`config.mk`:
```
export PLATFORM = sky130hd
export DESIGN_NAME = forward_ctrl_flat
export DESIGN_NICKNAME = d
export VERILOG_FILES = /design/src/rtl/forward_ctrl_pkg.sv /design/src/rtl/forward_ctrl_if.sv /design/src/rtl/forward_ctrl_fwd_select.sv /design/src/rtl/forward_ctrl.sv /design/src/flat_wrapper.sv
export SDC_FILE = /design/constraint.sdc
export NUM_CORES = 1
export LEC_CHECK = 0
export CORE_AREA = 3 3 75 77
export DETAILED_ROUTE_END_ITERATION = 8
export DIE_AREA = 0 0 78 80
export MAX_ROUTING_LAYER = met4
export PLACE_DENSITY = 0.59
export SLEW_MARGIN = 20
export SYNTH_ARGS = -nofsm -noshare
export SYNTH_HDL_FRONTEND = slang
export SYNTH_SLANG_ARGS = --single-unit
```
`constraint.sdc`:
```
create_clock -name clk -period 1.94 [get_ports clk]
set_input_delay 0.485 -clock clk [delete_from_list [all_inputs] [get_ports clk]]
set_output_delay 0.485 -clock clk [all_outputs]
set_load 0.02 [all_outputs]
```
`src/rtl/forward_ctrl_pkg.sv`:
```
// rtl/forward_ctrl_pkg.sv - shared forwarding select encodings and register-index width
package forward_ctrl_pkg;

  localparam int DEFAULT_REG_ADDR_W = 5;

  typedef logic [1:0] fwd_sel_t;

  // Operand mux selects shared with the EX-stage datapath; 2'b11 is unused.
  localparam fwd_sel_t FWD_RF  = 2'b00;
  localparam fwd_sel_t FWD_MEM = 2'b01;
  localparam fwd_sel_t FWD_WB  = 2'b10;

endpackage

```
`src/rtl/forward_ctrl_if.sv`:
```
// rtl/forward_ctrl_if.sv - ID-stage tag, flush and hazard/forward result bundle
interface forward_ctrl_if #(
  parameter int REG_ADDR_W = forward_ctrl_pkg::DEFAULT_REG_ADDR_W
);
  import forward_ctrl_pkg::*;

  logic                  id_valid;
  logic [REG_ADDR_W-1:0] id_rs1;
  logic [REG_ADDR_W-1:0] id_rs2;
  logic [REG_ADDR_W-1:0] id_rd;
  logic                  id_reg_write;
  logic                  id_mem_read;
  logic                  flush;
  logic                  stall;
  fwd_sel_t              fwd_a_sel;
  fwd_sel_t              fwd_b_sel;

  modport master (
    output id_valid, id_rs1, id_rs2, id_rd, id_reg_write, id_mem_read, flush,
    input  stall, fwd_a_sel, fwd_b_sel
  );

  modport slave (
    input  id_valid, id_rs1, id_rs2, id_rd, id_reg_write, id_mem_read, flush,
    output stall, fwd_a_sel, fwd_b_sel
  );

endinterface

```
`src/rtl/forward_ctrl_fwd_select.sv`:
```
// rtl/forward_ctrl_fwd_select.sv - per-operand forward source priority compare
module fwd_select
  import forward_ctrl_pkg::*;
#(
  parameter int REG_ADDR_W = DEFAULT_REG_ADDR_W
) (
  input  logic                  ex_valid_i,
  input  logic [REG_ADDR_W-1:0] ex_rs_i,
  input  logic                  mem_valid_i,
  input  logic                  mem_reg_write_i,
  input  logic [REG_ADDR_W-1:0] mem_rd_i,
  input  logic                  wb_valid_i,
  input  logic                  wb_reg_write_i,
  input  logic [REG_ADDR_W-1:0] wb_rd_i,
  output fwd_sel_t              sel_o
);

  logic mem_hit;
  logic wb_hit;

  // x0 is hard-wired zero, so it is never a producer.
  assign mem_hit = mem_valid_i & mem_reg_write_i & (mem_rd_i != '0) & (mem_rd_i == ex_rs_i);
  assign wb_hit  = wb_valid_i  & wb_reg_write_i  & (wb_rd_i  != '0) & (wb_rd_i  == ex_rs_i);

  always_comb begin
    sel_o = FWD_RF;
    if (ex_valid_i) begin
      if (mem_hit) begin
        sel_o = FWD_MEM;
      end else if (wb_hit) begin
        sel_o = FWD_WB;
      end
    end
  end

endmodule

```
`src/rtl/forward_ctrl.sv`:
```
// rtl/forward_ctrl.sv - EX/MEM/WB tag pipeline with load-use stall and operand forwarding
module forward_ctrl
  import forward_ctrl_pkg::*;
#(
  parameter int REG_ADDR_W = DEFAULT_REG_ADDR_W
) (
  input  logic          clk,
  input  logic          arst,
  forward_ctrl_if.slave bus
);

  logic                  ex_valid_q, ex_valid_d;
  logic [REG_ADDR_W-1:0] ex_rs1_q, ex_rs1_d;
  logic [REG_ADDR_W-1:0] ex_rs2_q, ex_rs2_d;
  logic [REG_ADDR_W-1:0] ex_rd_q, ex_rd_d;
  logic                  ex_reg_write_q, ex_reg_write_d;
  logic                  ex_mem_read_q, ex_mem_read_d;
  logic                  mem_valid_q, mem_valid_d;
  logic [REG_ADDR_W-1:0] mem_rd_q, mem_rd_d;
  logic                  mem_reg_write_q, mem_reg_write_d;
  logic                  mem_mem_read_q, mem_mem_read_d;
  logic                  wb_valid_q, wb_valid_d;
  logic [REG_ADDR_W-1:0] wb_rd_q, wb_rd_d;
  logic                  wb_reg_write_q, wb_reg_write_d;
  logic                  load_use;
  logic                  ex_bubble;

  assign load_use = ex_valid_q & ex_mem_read_q & (ex_rd_q != '0) & bus.id_valid &
                    ((ex_rd_q == bus.id_rs1) | (ex_rd_q == bus.id_rs2));
  assign bus.stall = load_use & ~bus.flush;

  always_comb begin
    ex_bubble       = bus.flush | bus.stall | ~bus.id_valid;
    ex_valid_d      = ~ex_bubble;
    ex_rs1_d        = ex_bubble ? '0 : bus.id_rs1;
    ex_rs2_d        = ex_bubble ? '0 : bus.id_rs2;
    ex_rd_d         = ex_bubble ? '0 : bus.id_rd;
    ex_reg_write_d  = ~ex_bubble & bus.id_reg_write;
    ex_mem_read_d   = ~ex_bubble & bus.id_mem_read;
    // A flush kills the EX instruction on its way to MEM; WB still drains.
    mem_valid_d     = ex_valid_q & ~bus.flush;
    mem_rd_d        = bus.flush ? '0 : ex_rd_q;
    mem_reg_write_d = ex_reg_write_q & ~bus.flush;
    mem_mem_read_d  = ex_mem_read_q & ~bus.flush;
    wb_valid_d      = mem_valid_q;
    wb_rd_d         = mem_rd_q;
    wb_reg_write_d  = mem_reg_write_q;
  end

  always_ff @(posedge clk or posedge arst) begin
    if (arst) begin
      ex_valid_q      <= 1'b0;
      ex_rs1_q        <= '0;
      ex_rs2_q        <= '0;
      ex_rd_q         <= '0;
      ex_reg_write_q  <= 1'b0;
      ex_mem_read_q   <= 1'b0;
      mem_valid_q     <= 1'b0;
      mem_rd_q        <= '0;
      mem_reg_write_q <= 1'b0;
      mem_mem_read_q  <= 1'b0;
      wb_valid_q      <= 1'b0;
      wb_rd_q         <= '0;
      wb_reg_write_q  <= 1'b0;
    end else begin
      ex_valid_q      <= ex_valid_d;
      ex_rs1_q        <= ex_rs1_d;
      ex_rs2_q        <= ex_rs2_d;
      ex_rd_q         <= ex_rd_d;
      ex_reg_write_q  <= ex_reg_write_d;
      ex_mem_read_q   <= ex_mem_read_d;
      mem_valid_q     <= mem_valid_d;
      mem_rd_q        <= mem_rd_d;
      mem_reg_write_q <= mem_reg_write_d;
      mem_mem_read_q  <= mem_mem_read_d;
      wb_valid_q      <= wb_valid_d;
      wb_rd_q         <= wb_rd_d;
      wb_reg_write_q  <= wb_reg_write_d;
    end
  end

  fwd_select #(.REG_ADDR_W(REG_ADDR_W)) u_fwd_a (
    .ex_valid_i      (ex_valid_q),
    .ex_rs_i         (ex_rs1_q),
    .mem_valid_i     (mem_valid_q),
    .mem_reg_write_i (mem_reg_write_q),
    .mem_rd_i        (mem_rd_q),
    .wb_valid_i      (wb_valid_q),
    .wb_reg_write_i  (wb_reg_write_q),
    .wb_rd_i         (wb_rd_q),
    .sel_o           (bus.fwd_a_sel)
  );

  fwd_select #(.REG_ADDR_W(REG_ADDR_W)) u_fwd_b (
    .ex_valid_i      (ex_valid_q),
    .ex_rs_i         (ex_rs2_q),
    .mem_valid_i     (mem_valid_q),
    .mem_reg_write_i (mem_reg_write_q),
    .mem_rd_i        (mem_rd_q),
    .wb_valid_i      (wb_valid_q),
    .wb_reg_write_i  (wb_reg_write_q),
    .wb_rd_i         (wb_rd_q),
    .sel_o           (bus.fwd_b_sel)
  );

  // Load data is not available in MEM, so a load there must never be forwarded;
  // the one-cycle stall guarantees its consumer sees it only from WB.
  a_no_mem_load_fwd: assert property (@(posedge clk) disable iff (arst)
    !(mem_valid_q && mem_mem_read_q &&
      (bus.fwd_a_sel == FWD_MEM || bus.fwd_b_sel == FWD_MEM)));

  a_stall_one_cycle: assert property (@(posedge clk) disable iff (arst)
    bus.stall |=> !bus.stall);

endmodule
```
`src/flat_wrapper.sv`:
```
// flat-port wrapper written by rule: the top's interface ports become plain ports
module forward_ctrl_flat import forward_ctrl_pkg::*;
#(
  parameter int REG_ADDR_W = DEFAULT_REG_ADDR_W
)
  (clk, arst, bus_id_valid, bus_id_rs1, bus_id_rs2, bus_id_rd, bus_id_reg_write, bus_id_mem_read, bus_flush, bus_stall, bus_fwd_a_sel, bus_fwd_b_sel);
  forward_ctrl_if #(.REG_ADDR_W(REG_ADDR_W)) bus_i ();
  input  logic clk;
  input  logic arst;
  input wire logic [$bits(bus_i.id_valid)-1:0] bus_id_valid;
  input wire logic [$bits(bus_i.id_rs1)-1:0] bus_id_rs1;
  input wire logic [$bits(bus_i.id_rs2)-1:0] bus_id_rs2;
  input wire logic [$bits(bus_i.id_rd)-1:0] bus_id_rd;
  input wire logic [$bits(bus_i.id_reg_write)-1:0] bus_id_reg_write;
  input wire logic [$bits(bus_i.id_mem_read)-1:0] bus_id_mem_read;
  input wire logic [$bits(bus_i.flush)-1:0] bus_flush;
  output wire logic [$bits(bus_i.stall)-1:0] bus_stall;
  output wire logic [$bits(bus_i.fwd_a_sel)-1:0] bus_fwd_a_sel;
  output wire logic [$bits(bus_i.fwd_b_sel)-1:0] bus_fwd_b_sel;
  assign bus_i.id_valid = bus_id_valid;
  assign bus_i.id_rs1 = bus_id_rs1;
  assign bus_i.id_rs2 = bus_id_rs2;
  assign bus_i.id_rd = bus_id_rd;
  assign bus_i.id_reg_write = bus_id_reg_write;
  assign bus_i.id_mem_read = bus_id_mem_read;
  assign bus_i.flush = bus_flush;
  assign bus_stall = bus_i.stall;
  assign bus_fwd_a_sel = bus_i.fwd_a_sel;
  assign bus_fwd_b_sel = bus_i.fwd_b_sel;
  forward_ctrl #(.REG_ADDR_W(REG_ADDR_W)) u_core (.clk(clk), .arst(arst), .bus(bus_i));
endmodule
```
==> metrics, run 1 <==
CTS H-tree lvls=2; skew final=3.99 ps; worst hold start=u_core.mem_reg_write_q$_DFF_PP0_; crit path time final=2370 ps; commonest non-fill, non-tap cells in the layout=45 x buf_4, 31 x dfrtp_1, 16 x xnor2_1, 12 x xor2_1, 10 x o211a_1; worst hold path type=flop to flop; CTS Hold Bufs=0; logic gate share of total power=15.5%; synth warn=0; DRC=0; antenna violations before repair=0; actual slew at the worst max-slew pin=393 ps; syn_nets=148; sw frac=23.9%; CTS tree=built; Via density=4.41; crit share post-route=122%; sequential power share=47.8%; total die area=6240 um2; Overall Global Routing Usage=13.3%; CP Launch Type=flop; Die Width=78 um; DP HPWL=2630 um; largest family of logic cells by synthesized area=XOR/XNOR gates; area leader, netlist=dfrtp_1; total global routing overflow=0; CTS Sinks=32; clock transition at the registers of the reported paths=60 ps; CP arrival=1880 ps; synthesized instance count=127; Core Rows=26; Synth Area in XOR/XNOR=17.8%; R2R Path Start=u_core.ex_rd_q[4]$_DFF_PP0_; critical path required time=1450 ps; Reg2Reg Depth=10; Die Y=80 um; adder-cell share of the synthesized area=0%; Seq/Total Area, Yosys=54.4%; status=finished, violations left; Slew HR=73.8%; port bufs=25; Nets=220; number of buffers created by CTS=5; average size of a mapped cell=11.6 um2; core area=5070 um2; fill count=506; largest net degree at the start of global routing=33; Net Sw Power=0.355 mW; Final Hold Viols=0; I/O pins=26; post-synthesis compound-gate area fraction=12.7%; internal power=1.13 mW; number of distinct library cells after synthesis=23; maxcap violations=0; crit end category=output pin; final setup vio count=5; Clk network pwr share=36.6%; Pwr Total=1.49 mW; post-synthesis mux area share=0%; cell leakage power=1.16 nW; Antenna Nets Post-Route=0; crit-path max FO=2; Mapped Area=1470 um2; PnR worst setup slack=-425 ps; Crit Path Class=flop to output pin; synth top area cells=dfrtp_1 54%, xnor2_1 11%, xor2_1 7.1%, o211a_1 6.8%, nor2b_1 3.4%; via count of the first global-routing pass=1368; Root Buffer=clkbuf_8; initial core utilization=29.0%; Synth Register Bits=32; global-route wire length before repair=6270 um; drt pass-1 iters=4; clk_lat worst skew=280 ps; WHS Path Cells=0; peak supply drop=0.441 mV; # diodes=0; RePlAce Congestion=0.783; minimum hold slack=434 ps; via total after detailed routing=1185; initial detailed-routing violation count=21; commonest non-fill, non-tap cell in the layout=buf_4; DR WL/cell=13.6 um; failing checks=setup timing; RSZ-0062 raised after global routing=true; P per Cell Area=637 nW/um2; simple-gate share of the synthesized area=13.5%; final WL=3670 um; Layout area overhead=58.7%; Synth top area share=54.4%; Fmax achieved=423 MHz; critical path launch point=u_core.mem_rd_q[4]$_DFF_PP0_; layout cell share with drive strength beyond 1=38.2%; Longest Clk Path Bufs=2; fin. max-slew vios=0
## final timing paths
kind / endpoint / slack (ps)
max in group asynchronous: u_core.ex_rd_q[1]$_DFF_PP0_ / 1060
worst min-delay path: u_core.wb_reg_write_q$_DFF_PP0_ / 430
worst max-delay path: bus_fwd_a_sel[0] / -430
worst min register to register: u_core.wb_reg_write_q$_DFF_PP0_ / 430
worst max register to register: u_core.ex_mem_read_q$_DFF_PP0_ / 100
min in group asynchronous: u_core.ex_rd_q[1]$_DFF_PP0_ / 580
## synth_stat cells, drive strengths merged
master,n
dfrtp,32
xnor2,18
xor2,12
o211a,10
nand2,9
a21oi,8
nor2b,8
nand3,6
clkbuf,4
nor3,4
nor4,3
or4,3
and2,2
inv,2
a21boi,1
nor2,1
o2111ai,1
o211ai,1
o22a,1
o22ai,1
## stage by stage
stage                     setup WS, ps  utilization, %  instances  instance area [um2]  TNS [ps]
after floorplan                  -30.9               -        127                 1500     -32.8
after global placement            -840            40.4        248                 2050     -4280
after detailed placement          -847            40.4        248                 2050     -4460
after CTS                         -417            45.2        268                 2290     -1660
after global routing              -482            46.1        269                 2340     -2010
final                             -425            46.1        269                 2340     -1670
## sequential cells by signal, summed over array words and instances (netlist names), 5 cells and up
register,flops
u_core.ex_rd_q,5
u_core.ex_rs1_q,5
u_core.ex_rs2_q,5
u_core.mem_rd_q,5
u_core.wb_rd_q,5
## power groups by stage
stage / Combinational, mW / Clock (mW) / Sequential, mW
after detailed placement: 0.193 / 0 / 0.723
after floorplan: 0.0889 / 0 / 0.719
after global routing: 0.253 / 0.592 / 0.715
after global placement: 0.189 / 0 / 0.722
final: 0.231 / 0.546 / 0.712
after CTS: 0.218 / 0.554 / 0.712
## metal layers
metal / GRT usage, % / share of wire, % / wire [um] / up-vias
met5: - / 0 / 0 / -
met4: 2.62 / 0.46 / 17 / 0
met3: 3.84 / 4.5 / 165 / 2
met2: 23.4 / 52 / 1900 / 38
met1: 15.3 / 43 / 1590 / 562
li1: - / - / - / 583
## worst max-delay path, stage by stage, from the launching register on
cell and delay (ps):
dfrtp_1 380, or4_4 570, o211ai_4 250, nor4_2 100
and2_1 160, buf_2 150
## cell families after synthesis
group           Yosys count
buf+inv                   6
simple gates             36
flops                    32
compound gates           23
xor+xnor                 30
## repair_timing
item | in CTS | in global routing
resized for setup | 51 | 10
hold endpoints to repair | 0 | 0
pin swaps | 14 | 8
endpoints found under the setup margin | 5 | 13
setup buffers | 13 | 1
## final cells by class
class | count | area [um2] | share of cell area, %
flip-flops and latches | 32 | 802 | 34.3
multi-input cells | 89 | 774 | 33.1
repair buffers | 69 | 569 | 24.4
clock buffers | 7 | 96.3 | 4.12
well taps | 70 | 87.6 | 3.75
inverters | 2 | 7.51 | 0.321
No activity file was read; power rests on OpenSTA's default activity.
==> run 2: changes to the inputs <==
--- a/config.mk
+++ b/config.mk
@@ -5,6 +5,7 @@
 export SDC_FILE = /design/constraint.sdc
 export NUM_CORES = 1
 export LEC_CHECK = 0
+export CAP_MARGIN = 10
 export CORE_AREA = 3 3 75 77
 export DETAILED_ROUTE_END_ITERATION = 8
 export DIE_AREA = 0 0 78 80
==> results of run 2 <==
The final DEF is identical to that of run 1; final timing and power are the same.
